File: config.mk
export PLATFORM = sky130hd
export DESIGN_NAME = fifo_rd_stream_adapter
export DESIGN_NICKNAME = d
export VERILOG_FILES = /design/src/rtl/fifo_rd_stream_adapter.sv
export SDC_FILE = /design/constraint.sdc
export NUM_CORES = 1
export LEC_CHECK = 0
export BUFFER_PORTS_ARGS = -buffer_cell sky130_fd_sc_hd__buf_2
export CAP_MARGIN = 20
export CORE_AREA = 4 4 100 102
export DETAILED_ROUTE_END_ITERATION = 10
export DIE_AREA = 0 0 104 106
export PLACE_DENSITY = 0.59
export SLEW_MARGIN = 20
export SYNTH_ARGS = -nofsm -noshare
export SYNTH_HDL_FRONTEND = slang
export SYNTH_SLANG_ARGS = --single-unit
File: constraint.sdc
create_clock -name CLK -period 2.6 [get_ports CLK]
set_input_delay 0.39 -clock CLK [delete_from_list [all_inputs] [get_ports CLK]]
set_output_delay 0.39 -clock CLK [all_outputs]
set_load 0.02 [all_outputs]
File: src/rtl/fifo_rd_stream_adapter.sv
// Read-side stream adapter for the async FIFO: credit-limited prefetch into a skid buffer.
// Optional transfer counter enabled by defining FIFO_RD_STREAM_ADAPTER_XFER_CNT_EN.
module fifo_rd_stream_adapter #(
  parameter int BITWIDTH  = 32,
  parameter int BUF_DEPTH = 2
) (
  input  logic                       CLK,
  input  logic                       RST,
  input  logic                       FIFO_EMPTY,
  output logic                       FIFO_R_EN,
  input  logic [BITWIDTH-1:0]        FIFO_DATA,
  input  logic                       FIFO_DATA_VALID,
  output logic [BITWIDTH-1:0]        M_DATA,
  output logic                       M_VALID,
  input  logic                       M_READY,
  output logic [$clog2(BUF_DEPTH):0] OCCUPANCY,
  output logic                       ERR_STRAY
`ifdef FIFO_RD_STREAM_ADAPTER_XFER_CNT_EN
  ,
  output logic [31:0]                XFER_CNT
`endif
);

  localparam int PTR_W = $clog2(BUF_DEPTH);
  localparam int OCC_W = PTR_W + 1;

  logic [BITWIDTH-1:0] mem_q [BUF_DEPTH];
  logic [PTR_W-1:0]    rd_ptr_q, rd_ptr_d;
  logic [PTR_W-1:0]    wr_ptr_q, wr_ptr_d;
  logic [OCC_W-1:0]    occ_q, occ_d;
  logic                inflight_q, inflight_d;
  logic                err_q, err_d;
  logic                pop, push;
  logic [OCC_W:0]      committed;

  assign M_VALID   = (occ_q != '0);
  assign M_DATA    = mem_q[rd_ptr_q];
  assign OCCUPANCY = occ_q;
  assign ERR_STRAY = err_q;

  // Credit counts words already buffered plus the one in flight, minus the word
  // leaving this cycle; that M_READY term is what lets depth 2 run at full rate.
  always_comb begin
    pop        = M_VALID && M_READY;
    push       = FIFO_DATA_VALID && inflight_q;
    committed  = {1'b0, occ_q} + {{OCC_W{1'b0}}, inflight_q} - {{OCC_W{1'b0}}, pop};
    FIFO_R_EN  = !RST && !FIFO_EMPTY && (committed < (OCC_W+1)'(BUF_DEPTH));
    inflight_d = FIFO_R_EN;
    rd_ptr_d   = pop  ? rd_ptr_q + PTR_W'(1) : rd_ptr_q;
    wr_ptr_d   = push ? wr_ptr_q + PTR_W'(1) : wr_ptr_q;
    occ_d      = occ_q + OCC_W'(push) - OCC_W'(pop);
    err_d      = err_q || (FIFO_DATA_VALID && !inflight_q);
  end

  always_ff @(posedge CLK) begin
    if (RST) begin
      rd_ptr_q   <= '0;
      wr_ptr_q   <= '0;
      occ_q      <= '0;
      inflight_q <= 1'b0;
      err_q      <= 1'b0;
      for (int i = 0; i < BUF_DEPTH; i++) mem_q[i] <= '0;
    end else begin
      rd_ptr_q   <= rd_ptr_d;
      wr_ptr_q   <= wr_ptr_d;
      occ_q      <= occ_d;
      inflight_q <= inflight_d;
      err_q      <= err_d;
      if (push) mem_q[wr_ptr_q] <= FIFO_DATA;
    end
  end

`ifdef FIFO_RD_STREAM_ADAPTER_XFER_CNT_EN
  logic [31:0] xfer_cnt_q, xfer_cnt_d;

  assign xfer_cnt_d = xfer_cnt_q + 32'(pop);
  assign XFER_CNT   = xfer_cnt_q;

  always_ff @(posedge CLK) begin
    if (RST) xfer_cnt_q <= '0;
    else     xfer_cnt_q <= xfer_cnt_d;
  end
`endif

endmodule

==> results of run 1 <==
critical path: cells and delay by family (launching register included):
family / cells / cell delay, ns
adder cells (fa/ha/maj): 1 / 0.41
AND/OR/NAND/NOR: 2 / 0.29
buffers and inverters: 1 / 0.20
AO/OA/AOI/OAI: 1 / 0.21
XOR/XNOR: 1 / 0.17
flip-flops: 1 / 0.40
stage by stage:
stage	worst slack [ns]	power, µW	instance area, µm²
global route	0.06891	3154	3839
finish	0.2106	2991	3839
detailed placement	0.4956	2297	3657
global placement	0.5468	2277	3642
CTS	0.1042	3037	3811
floorplan	0.1105	2014	3144
logic make-up (layout without fill, tap and decap cells):
family | count (synthesis) | in the layout | share of synthesized area (%)
muxes | 33 | 33 | 11.80
AOI/OAI and AO/OA | 5 | 5 | 1.156
adders and majority gates | 2 | 2 | 1.037
buffers and inverters | 13 | 96 | 1.794
xor gates and xnor gates | 5 | 5 | 1.395
DFF | 71 | 71 | 65.71
and+or+nand+nor | 83 | 83 | 17.11
power by group through the flow:
stage | clock [µW] | sequential, µW | combinational [µW]
floorplan | 0 | 1460 | 558
global placement | 0 | 1480 | 792
detailed placement | 0 | 1490 | 803
CTS | 762 | 1470 | 807
global route | 800 | 1480 | 871
finish | 726 | 1460 | 801
metal layers:
| metal | share of wire, % | global-route usage, % |
|---|---|---|
| met1 | 43 | 13.71 |
| met2 | 50 | 19.22 |
| met3 | 4.9 | 3.947 |
| met4 | 1.4 | 4.274 |
| met5 | 0 | 0 |
timing repair:
| item | CTS | global route |
|---|---|---|
| hold buffers | 0 | 0 |
| setup buffers | 0 | 0 |
| resized for setup | 0 | 1 |
| setup endpoints to repair | 0 | 1 |
state kept, by name, summed over array words and instances, names as in the netlist, named ones only:
| signal | count |
|---|---|
| ERR_STRAY | 1 |
| OCCUPANCY | 2 |
| inflight_q | 1 |
| mem_q | 64 |
| rd_ptr_q | 1 |
| wr_ptr_q | 1 |
placed cells by master, fill, tap and decap left out, drive strengths merged, types with 2 or more instances in the layout:
cell type,n
nand2,2
inv,2
nor3,2
dfxtp,7
clkinv,4
mux2,32
or2,2
edfxtp,64
buf,79
nor4b,2
clkbuf,10
nand3,2
and2,64
xor2,5
nor2,5
nor3b,2
cell type report:
cell class	count	area (µm²)
flip-flops and latches	71	2063
multi-input cells	128	1037
inverters	2	7.507
well taps	111	138.9
clock buffers	10	127.6
repair buffers	79	437.9
fillers	870	5270
clock inverters	5	26.28
cell usage after synthesis, types with 3 or more instances:
library cell / number
dfxtp_1: 7
clkbuf_1: 5
and2_1: 64
edfxtp_1: 64
buf_2: 3
xor2_1: 5
clkbuf_2: 3
nor2_1: 5
mux2_2: 30
how the worst max path moves through the flow:
stage | start | endpoint | slack (ns) | cells after the start
after global placement | OCCUPANCY[1] | FIFO_R_EN | 0.55 | 6
after CTS | OCCUPANCY[1] | FIFO_R_EN | 0.10 | 6
after detailed placement | OCCUPANCY[1] | FIFO_R_EN | 0.50 | 6
final | OCCUPANCY[1] | FIFO_R_EN | 0.21 | 6
after floorplan | inflight_q | mem_q[0][0] | 0.11 | 2
after global routing | OCCUPANCY[1] | FIFO_R_EN | 0.07 | 6
==> flow_summary.json, run 1 <==
{
  "period_share_pct": 91.90,
  "internal_power_uw": 2063,
  "min_path_type": "in2reg",
  "worst_setup_path_start_kind": "flip-flop",
  "setup_viol": 0,
  "pin_count": 74,
  "cts_tree": "yes",
  "power_frac_comb_pct": 26.8,
  "synth_largest_area_cell": "edfxtp_1",
  "swShare_pct": 31.01,
  "syn-num-nets": 251,
  "reg2reg_slack_ns": 0.74,
  "clk_latency_ns": 0.34,
  "cp.arrival_ns": 2.00,
  "start_util_pct": 34.45,
  "portBuffers": 73,
  "cp_max_fo": 9,
  "finalCriticalPeriod_ns": 2.389,
  "finalHoldViolations": 0,
  "min_to": "inflight_q",
  "worstPathCellList": "o21ai_1 -> nor2_1 -> fa_1 -> xor2_1 -> nor4b_2 -> buf_2",
  "crit_required_ns": 2.21,
  "cts.sinks": 71,
  "cap_violations": 0,
  "gp_congestion": 0.6520,
  "area_delta_synth_final_pct": 22.33,
  "slew_headroom_pct": 43.08,
  "fin_setup_tns_ns": 0,
  "synth_seq_cells": 71,
  "antenna_found_initial": 0,
  "drt_iter0_drc": 61,
  "drcViolationCount": 0,
  "synth.top_cell.area_share_pct": 61.24,
  "synthTopCellsByArea": "edfxtp_1 (61%), and2_1 (13%), mux2_2 (11%)",
  "syn_area_per_cell_um2": 14.80,
  "track_usage_pct": 11.48,
  "reg2reg_depth": 3,
  "finClkSkew_ns": 0.006763,
  "cts_root_buffer": "clkbuf_8",
  "netlist_instances": 212,
  "avgRoutedWirePerCell_um": 14.97,
  "clkPwrFrac_pct": 24.3,
  "rows": 35,
  "r2r_end": "mem_q[1][2]",
  "slew_violations": 0,
  "grt_pass1_wl_um": 9639,
  "whs_path_depth": 2,
  "worst_slew_pin_slew_ns": 0.8538,
  "drive_gt1_share_pct": 44.07,
  "cts_max_level": 3,
  "power.switching_uw": 927.4,
  "routed_wirelength_um": 6078,
  "yosysSeqAreaShare_pct": 65.71,
  "grt_overflow_total": 0,
  "dp.cells": 390,
  "final_core_util_pct": 42.14,
  "grt_pass1_vias": 1919,
  "synth_edf_count": 64,
  "syn-cell-area_um2": 3138,
  "power-per-cell-area_nw_per_um2": 779.1,
  "status": "finished, final reports clean",
  "numCtsBuffers": 9,
  "rsz0062_at_grt": "no",
  "p_seq_share_pct": 48.9,
  "stdcell_count": 406,
  "die_area_um2": 11020,
  "die_x_um": 104,
  "timing.hold.ws_ns": 0.2518,
  "ant_nets": 0,
  "leakagePower_uw": 0.001610,
  "cp_slowest_cell": "fa_1",
  "grt_max_degree": 33,
  "diodes": 0,
  "r2r_start": "inflight_q",
  "core_um2": 9109,
  "cp_slowest_stage_delay_ns": 0.41,
  "cp-end-kind": "output pin",
  "dieHeight_um": 106,
  "cts_max_path_buffers": 2,
  "final_net_count": 330,
  "dp_hpwl_um": 3836,
  "synthDistinctLibCells": 30,
  "path_clk_slew_ns": 0.07,
  "firstDrtPassIters": 4,
  "worstHoldStart": "FIFO_EMPTY",
  "crit_type": "reg2out",
  "avgViaCountPerCell": 4.599,
  "synthFlopType": "edfxtp_1",
  "async_reset_ff_share_pct": 0,
  "via_count": 1867,
  "irDropWorstVdd_uv": 233.9,
  "yosys_warnings": 0,
  "fmax_mhz": 418.5
}
(Power assumes the default switching activity.)
==> inputs of run 2 (changes only) <==
--- a/config.mk
+++ b/config.mk
@@ -5,11 +5,12 @@
 export SDC_FILE = /design/constraint.sdc
 export NUM_CORES = 1
 export LEC_CHECK = 0
+export ABC_AREA = 1
 export BUFFER_PORTS_ARGS = -buffer_cell sky130_fd_sc_hd__buf_2
 export CAP_MARGIN = 20
-export CORE_AREA = 4 4 100 102
+export CORE_AREA = 4 4 101 103
 export DETAILED_ROUTE_END_ITERATION = 10
-export DIE_AREA = 0 0 104 106
+export DIE_AREA = 0 0 105 107
 export PLACE_DENSITY = 0.59
 export SLEW_MARGIN = 20
 export SYNTH_ARGS = -nofsm -noshare
==> flow_summary.json, run 2 <==
{
  "diodes": 0,
  "via_count": 2014,
  "synth_edf_count": 64,
  "worst_slew_pin_slew_ns": 0.5141,
  "worstHoldStart": "RST",
  "worstPathCellList": "nor2_2 -> inv_1 -> nand2_1 -> nor2_2 -> o21ai_0 -> fa_1 -> nand2_1 -> nor2_1 -> buf_2",
  "drive_gt1_share_pct": 45.45,
  "yosysMostFrequentCell": "edfxtp_1",
  "gp_congestion": 0.8008,
  "start_util_pct": 34.79,
  "async_reset_ff_share_pct": 0,
  "syn-num-nets": 297,
  "synth_largest_area_cell": "edfxtp_1",
  "power-per-cell-area_nw_per_um2": 804.9,
  "synthFlopType": "edfxtp_1",
  "min_to": "OCCUPANCY[0]",
  "slew_violations": 0,
  "largest_register": "mem_q",
  "final_net_count": 376,
  "cts.sinks": 71,
  "ant_nets": 0,
  "min_path_type": "in2reg",
  "die_area_um2": 11240,
  "grt_pass1_vias": 2149,
  "leakagePower_uw": 0.001740,
  "finalCriticalPeriod_ns": 2.395,
  "die_x_um": 105,
  "cp.buffers_inverters": 2,
  "r2r_start": "inflight_q",
  "cts_max_level": 3,
  "timing.hold.ws_ns": 0.2651,
  "finalHoldViolations": 0,
  "synthTopCellsByArea": "edfxtp_1 (60%), mux2_2 (9.9%), nor2_1 (6.2%)",
  "period_share_pct": 92.12,
  "avgRoutedWirePerCell_um": 13.59,
  "cp.arrival_ns": 2.01,
  "syn_area_per_cell_um2": 12.40,
  "cp_slowest_stage_delay_ns": 0.44,
  "crit_required_ns": 2.21,
  "cts_tree": "yes",
  "cts_root_buffer": "clkbuf_8",
  "synthDistinctLibCells": 21,
  "grt_overflow_total": 0,
  "routed_wirelength_um": 6143,
  "clk_latency_ns": 0.33,
  "synth_seq_cells": 71,
  "cap_violations": 0,
  "critical_path.top_delay_family": "adder cells",
  "path_clk_slew_ns": 0.08,
  "rsz0062_at_grt": "no",
  "avgViaCountPerCell": 4.456,
  "drt_iter0_drc": 62,
  "whs_path_depth": 2,
  "portBuffers": 73,
  "setup_viol": 0,
  "netlist_instances": 258,
  "firstDrtPassIters": 3,
  "grt_pass1_wl_um": 10030,
  "final_common_cell": "buf_2",
  "worst_setup_path_start_kind": "flip-flop",
  "rows": 35,
  "pin_count": 74,
  "synth_commonest_cells": "edfxtp_1 (64), nor2_1 (53), inv_1 (40)",
  "reg2reg_slack_ns": 0.90,
  "finClkSkew_ns": 0.009539,
  "fin_setup_tns_ns": 0,
  "cp_slowest_cell": "fa_1",
  "cts_max_path_buffers": 2,
  "cts_setup_buffers": 0,
  "status": "finished, final reports clean",
  "startpoint": "OCCUPANCY[1]",
  "numCtsBuffers": 9,
  "yosys_warnings": 0,
  "cp_max_fo": 6,
  "synth.top_cell.area_share_pct": 60.07,
  "drcViolationCount": 0,
  "antenna_found_initial": 0,
  "irDropWorstVdd_uv": 518.4,
  "n_fill_cell": 895,
  "cp-end-kind": "output pin",
  "dp_hpwl_um": 3987,
  "largest_reg_flops": 64,
  "track_usage_pct": 11.61,
  "fmax_mhz": 417.5,
  "reg2reg_depth": 5,
  "core_um2": 9196,
  "yosysSeqAreaShare_pct": 64.45,
  "syn-cell-area_um2": 3199,
  "area_delta_synth_final_pct": 19.67,
  "final_cell_mix": "buf_2 (73), edfxtp_1 (64), nor2_1 (51), inv_1 (40), mux2_2 (28)",
  "grt_max_degree": 35,
  "dieHeight_um": 107,
  "slew_headroom_pct": 65.70,
  "r2r_end": "mem_q[0][15]",
  "crit_type": "reg2out"
}
-- run 2: cell count changes in the layout (fill, tap and decap cells not counted), sizes merged, moves of 4 or more --
cell / before / now
and2: 64 / 0
nor2: 5 / 78
xor2: 5 / 1
inv: 2 / 42
nand2: 2 / 17
-- run 2: cells by family (layout without fill, tap and decap cells) --
family | Yosys count | after routing | synth area share, %
xor+xnor | 1 | 1 | 0.2738
fa+ha+maj | 2 | 2 | 1.017
flops | 71 | 71 | 64.45
simple gates | 98 | 98 | 14.43
buf+inv | 52 | 135 | 8.252
compound gates | 2 | 2 | 0.3126
mux | 32 | 32 | 11.26
-- run 2: what timing repair did --
item / in CTS / in global routing
gates resized for setup: 1 / 3
endpoints found under the setup margin: 1 / 1
hold buffers: 0 / 0
gates cloned: 0 / 0
-- run 2: per-layer routing --
layer,vias to the layer above,share of wire (%),track usage (%)
met1,961,42,12.69
li1,989,-,-
met5,-,0,0
met3,12,6.3,4.756
met4,0,1.6,4.967
met2,52,50,19.89
-- run 2: layout make-up --
type	instances	area, µm²	area share (%)
sequential	71	2067	53.99
multi-input combinational	135	883.3	23.07
timing repair buffer	78	427.9	11.18
inverter	42	157.7	4.118
tap	111	138.9	3.627
clock buffer	10	127.6	3.333
clock inverter	5	26.28	0.6863
-- run 2: how the worst max path moves through the flow --
stage	cells past startpoint	slack, ns	to
detailed placement	9	0.38	FIFO_R_EN
global placement	9	0.47	FIFO_R_EN
CTS	9	0.09	FIFO_R_EN
finish	9	0.20	FIFO_R_EN
global route	9	0.004	FIFO_R_EN
floorplan	8	0.17	FIFO_R_EN
-- run 2: per-stage QoR --
stage	instances	area [µm²]	utilization, %	worst slack [ns]	power, µW
floorplan	258	3199	-	0.1743	2118
global placement	437	3666	39.86	0.4726	2374
detailed placement	437	3666	39.86	0.3807	2389
CTS	452	3821	41.55	0.08742	3125
global route	452	3829	41.63	0.003513	3288
finish	452	3829	41.63	0.2048	3082
-- run 2: power breakdown --
part,internal [µW],switching [µW],total [µW],leakage [µW]
Sequential,1370,88.9,1460,0.000721
Combinational,358,538,896,0.000940
Clock,333,393,726,0.0000793
Total,2060,1020,3080,0.00174
